### src/rtl/reel_controller.sv
// Three-reel slot controller: reels animate from the live digit, stop in a staggered sequence,
// and the final combination is scored. Define REEL_CREDIT_EN to add a saturating credit counter.
module reel_controller #(
  parameter int SPIN_CYCLES    = 100,
  parameter int STAGGER_CYCLES = 50,
  parameter int CNT_W          = 16
) (
  input  logic       clk,
  input  logic       rst,
  input  logic       spin,
  input  logic [3:0] random_number,
  output logic [3:0] reel0,
  output logic [3:0] reel1,
  output logic [3:0] reel2,
  output logic       busy,
  output logic       result_valid,
  output logic       jackpot,
  output logic       pair
`ifdef REEL_CREDIT_EN
  ,
  output logic [7:0] credits
`endif
);

  typedef enum logic [2:0] {IDLE, SPIN, STOP1, STOP2, EVAL} state_t;

  state_t           state, state_next;
  logic [CNT_W-1:0] timer;
  logic             spin_q;
  logic             spin_rise;
  logic             can_accept;
  logic             accept;
  logic             spin_done;
  logic             stagger_done;
  logic [3:0]       digit;
  logic             eval_jackpot;
  logic             eval_pair;

  assign spin_rise    = spin & ~spin_q;
  // The generator may glitch above 9; fold those codes back into 0-5.
  assign digit        = (random_number >= 4'd10) ? (random_number - 4'd10) : random_number;
  assign spin_done    = (timer == CNT_W'(SPIN_CYCLES - 1));
  assign stagger_done = (timer == CNT_W'(STAGGER_CYCLES - 1));
  assign eval_jackpot = (reel0 == reel1) && (reel1 == reel2);
  assign eval_pair    = !eval_jackpot &&
                        ((reel0 == reel1) || (reel1 == reel2) || (reel0 == reel2));

`ifdef REEL_CREDIT_EN
  logic [8:0] credit_sum;

  assign can_accept = (credits != 8'd0);
  assign credit_sum = {1'b0, credits} +
                      (eval_jackpot ? 9'd50 : (eval_pair ? 9'd5 : 9'd0));
`else
  assign can_accept = 1'b1;
`endif

  always_ff @(posedge clk or posedge rst) begin
    if (rst) state <= IDLE;
    else     state <= state_next;
  end

  always_comb begin
    state_next = state;
    accept     = 1'b0;
    case (state)
      IDLE: begin
        if (spin_rise && can_accept) begin
          accept     = 1'b1;
          state_next = SPIN;
        end
      end
      SPIN:    if (spin_done)    state_next = STOP1;
      STOP1:   if (stagger_done) state_next = STOP2;
      STOP2:   if (stagger_done) state_next = EVAL;
      EVAL:    state_next = IDLE;
      default: state_next = IDLE;
    endcase
  end

  // Each reel keeps loading the live digit until its stop cycle; the last load is its final value.
  always_ff @(posedge clk or posedge rst) begin
    if (rst) begin
      spin_q       <= 1'b0;
      timer        <= '0;
      reel0        <= 4'd0;
      reel1        <= 4'd0;
      reel2        <= 4'd0;
      busy         <= 1'b0;
      result_valid <= 1'b0;
      jackpot      <= 1'b0;
      pair         <= 1'b0;
`ifdef REEL_CREDIT_EN
      credits      <= 8'd10;
`endif
    end else begin
      spin_q       <= spin;
      result_valid <= 1'b0;
      case (state)
        IDLE: begin
          if (accept) begin
            timer   <= '0;
            busy    <= 1'b1;
            jackpot <= 1'b0;
            pair    <= 1'b0;
`ifdef REEL_CREDIT_EN
            credits <= credits - 8'd1;
`endif
          end
        end
        SPIN: begin
          reel0 <= digit;
          reel1 <= digit;
          reel2 <= digit;
          timer <= spin_done ? '0 : timer + 1'b1;
        end
        STOP1: begin
          reel1 <= digit;
          reel2 <= digit;
          timer <= stagger_done ? '0 : timer + 1'b1;
        end
        STOP2: begin
          reel2 <= digit;
          timer <= stagger_done ? '0 : timer + 1'b1;
        end
        EVAL: begin
          jackpot      <= eval_jackpot;
          pair         <= eval_pair;
          result_valid <= 1'b1;
          busy         <= 1'b0;
`ifdef REEL_CREDIT_EN
          credits      <= credit_sum[8] ? 8'd255 : credit_sum[7:0];
`endif
        end
        default: ;
      endcase
    end
  end

endmodule

### config.mk
export PLATFORM = sky130hd
export DESIGN_NAME = reel_controller
export DESIGN_NICKNAME = d
export VERILOG_FILES = /design/src/rtl/reel_controller.sv
export SDC_FILE = /design/constraint.sdc
export NUM_CORES = 1
export LEC_CHECK = 0
export CELL_PAD_IN_SITES_DETAIL_PLACEMENT = 0
export CELL_PAD_IN_SITES_GLOBAL_PLACEMENT = 1
export CORE_ASPECT_RATIO = 1.5
export CORE_MARGIN = 2
export CORE_UTILIZATION = 51
export CTS_BUF_LIST = sky130_fd_sc_hd__clkbuf_4 sky130_fd_sc_hd__clkbuf_8
export DETAILED_ROUTE_END_ITERATION = 12
export DONT_BUFFER_PORTS = 1
export GPL_TIMING_DRIVEN = 0
export PLACE_DENSITY_LB_ADDON = 0.05
export SETUP_SLACK_MARGIN = 0.1
export SYNTH_ARGS = -nofsm -noshare
export SYNTH_HDL_FRONTEND = slang
export SYNTH_SLANG_ARGS = --single-unit
### constraint.sdc
create_clock -name clk -period 2.4 [get_ports clk]
set_input_delay 0.6 -clock clk [delete_from_list [all_inputs] [get_ports clk]]
set_output_delay 0.6 -clock clk [all_outputs]
set_load 0.05 [all_outputs]
==> flow_summary.ini <==
[run_status]
status = finished, final reports clean

[setup_path]
crit_type = flip-flop to flip-flop
start_kind = flip-flop
crit_slowest_cell = or4_4
cp_num_buf_inv = 1
crit_path_end_kind = flip-flop
worst_ep_required_time_ns = 2.58
cp_max_fo = 5
max_stage_delay_ns = 0.58
critPathTopFamily = simple AND/OR/NAND/NOR gates
worstPathCellList = or4_4 -> nor4_4 -> buf_4 -> o22a_2 -> nor3_1 -> a211o_1
worst_ep_arrival_time_ns = 2.39

[layout]
multi_input_comb_area_mm2 = 0.00100
seqCellArea_um2 = 903
num-nets-final = 226
fin_area_mm2 = 0.00216
fillers = 311
syn2layout_area_growth_pct = 10.6
antenna_cells = 0
drive_gt1_share_pct = 13.5

[place]
place_area_mm2 = 0.00201
hpwlAfterDp_um = 3200
place_ws_ns = 0.182
place.gp.congestion = 0.839
portBuffers = 0

[logic_synthesis]
ys_types = 41
synth_flop_cell = dfrtp_1
synth_seq_cells = 36
yosys_warnings = 0
synthesis.area_mm2 = 0.00195
synth_edf_count = 0
synth_area_per_cell_um2 = 9.68
synthArstFlopShare_pct = 100
syn_nets = 213
ys_seq_area_share_pct = 46.1
netlist_instances = 202

[global_route]
grt_pass1_vias = 1484
grt_overflow = 0
antenna_found_initial = 0
grt_max_degree = 37
gr-usage-all-layers_pct = 22.2
grt_pass1_wl_um = 6900

[detailed_routing]
dr.pass1.iters = 4
drt_iter0_drc = 41
ant_nets = 0
via_count = 1576
post_drt_wl_per_cell_um = 17.1
post-route-drc-count = 0
wl_um = 4420
via_per_inst = 6.11

[die]
die_h_um = 79.8
die_area_mm2 = 0.00435
fp.coreArea_mm2 = 0.00368
dieWidth_um = 54.5
rows = 27
boundaryPins = 23
start_util_pct = 53.1

[timing]
setup_viol = 0
holdWs_ns = 0.318
drv_slew = 0
fmax_mhz = 452
hold_viol = 0
rsz0062_at_grt = false
final.setup.tns_ns = 0
tightest_slew_ns = 0.753
setup_slack_ns = 0.190
min_period_ns = 2.21
period_share_pct = 92.1
skew_ns = 0.00545
relSlewSlack_pct = 49.7

[worst_hold_path]
hp-class = primary input to async pin

[power]
peakVddDrop_mv = 0.401
power_leakage_nw = 0.935
power_density_mw_per_mm2 = 568

[cts]
clock_sinks = 36
cts.reportedPaths.clkPinSlew_ns = 0.07
clk_path_buf_depth = 2
clk_latency_ns = 0.29
tritoncts = yes
clockRootBuffer = clkbuf_8
numCtsBuffers = 5
h-tree-depth = 2

[run]
max_cap_violations = 0
[where the power goes]
part	internal, W	switching, W	total (W)
clock network	0.000256	0.000208	0.000464
logic	0.0000304	0.0000389	0.0000693
registers	0.000620	0.0000744	0.000695
total	0.000906	0.000322	0.00123
[worst reg2reg max path: stages, from the launching register on]
cell     delay (ns)
dfrtp_2        0.42
or4_4          0.58
nor4_4         0.41
buf_4          0.18
o22a_2         0.19
nor3_1         0.06
a211o_1        0.27
[cell type report]
class | count | area share [%]
Buffer | 6 | 1.56
Timing Repair Buffer | 6 | 2.08
Tap cell | 43 | 2.49
Inverter | 7 | 1.22
Clock buffer | 7 | 4.46
Multi-Input combinational cell | 153 | 46.4
Sequential cell | 36 | 41.8
[synth_stat cells (all sizes together) (3+ instances only)]
library cell  count  area (um2)
a41oi             4        35.0
mux2              3        33.8
nand4             3        18.8
nand2b            3        18.8
a21o              4        30.0
dfrtp            36         901
xnor2            13         114
nor2             13        48.8
nand3            10        50.1
or3               3        18.8
inv               7        26.3
a31oi             7        43.8
nand2            20        75.1
clkbuf            4        15.0
ha                4        50.1
o21ai            20         100
a21oi            10        50.1
nor3              5        25.0
[cell usage in the layout (no fill, tap or decap), drive strengths merged, types with 3 or more instances in the layout]
master / instances
a31oi: 7
buf: 8
nor2: 13
ha: 4
o21ai: 20
mux2: 3
dfrtp: 36
nand2: 20
a21oi: 10
nand2b: 3
or3: 3
xnor2: 13
nand3: 10
a41oi: 4
a21o: 4
inv: 7
nand4: 3
clkbuf: 11
nor3: 5
[metrics by stage]
step	utilization [%]	instances	power, W
after floorplan	-	202	0.000754
after global placement	54.5	245	0.000769
after detailed placement	54.5	245	0.000776
after CTS	57.2	252	0.00124
after global routing	58.7	258	0.00127
final	58.7	258	0.00123
[sequential cells by signal (all words and copies together), names as in the netlist]
register / flops
result_valid: 1
reel1: 4
timer: 16
reel2: 4
jackpot: 1
state: 3
busy: 1
reel0: 4
spin_q: 1
pair: 1
[worst paths after layout]
| kind | slack, ns | depth (start not counted) | to | from |
|---|---|---|---|---|
| min in group clk | 0.34 | 0 | spin_q$_DFF_PP0_ | spin |
| max in group asynchronous | 1.55 | 1 | timer[8]$_DFFE_PP0P_ | rst |
| min | 0.32 | 1 | timer[4]$_DFFE_PP0P_ | rst |
| max reg2reg | 0.19 | 6 | timer[2]$_DFFE_PP0P_ | timer[7]$_DFFE_PP0P_ |
| max | 0.19 | 6 | timer[2]$_DFFE_PP0P_ | timer[7]$_DFFE_PP0P_ |
| min reg2reg | 0.51 | 1 | timer[15]$_DFFE_PP0P_ | timer[15]$_DFFE_PP0P_ |
[cells by family after synthesis]
group	after synthesis	share of synthesized area [%]
AOI/OAI and AO/OA	58	19.0
xor gates and xnor gates	13	5.83
DFF	36	46.1
adders and majority gates	4	2.56
muxes	5	2.75
and+or+nand+nor	73	20.8
buffers and inverters	13	2.94
[per-layer routing]
metal	share of wire, %	GRT usage, %
met4	2.6	9.25
met3	4.8	4.68
met5	0	0
met2	55	39.6
met1	38	23.9
[repair_timing]
action	4_1_cts	5_1_grt
setup buffers	0	6
gates resized for setup	0	5
hold endpoints to repair	0	0
setup endpoints to repair	0	8
hold buffers	0	0
(Power assumes the default switching activity.)
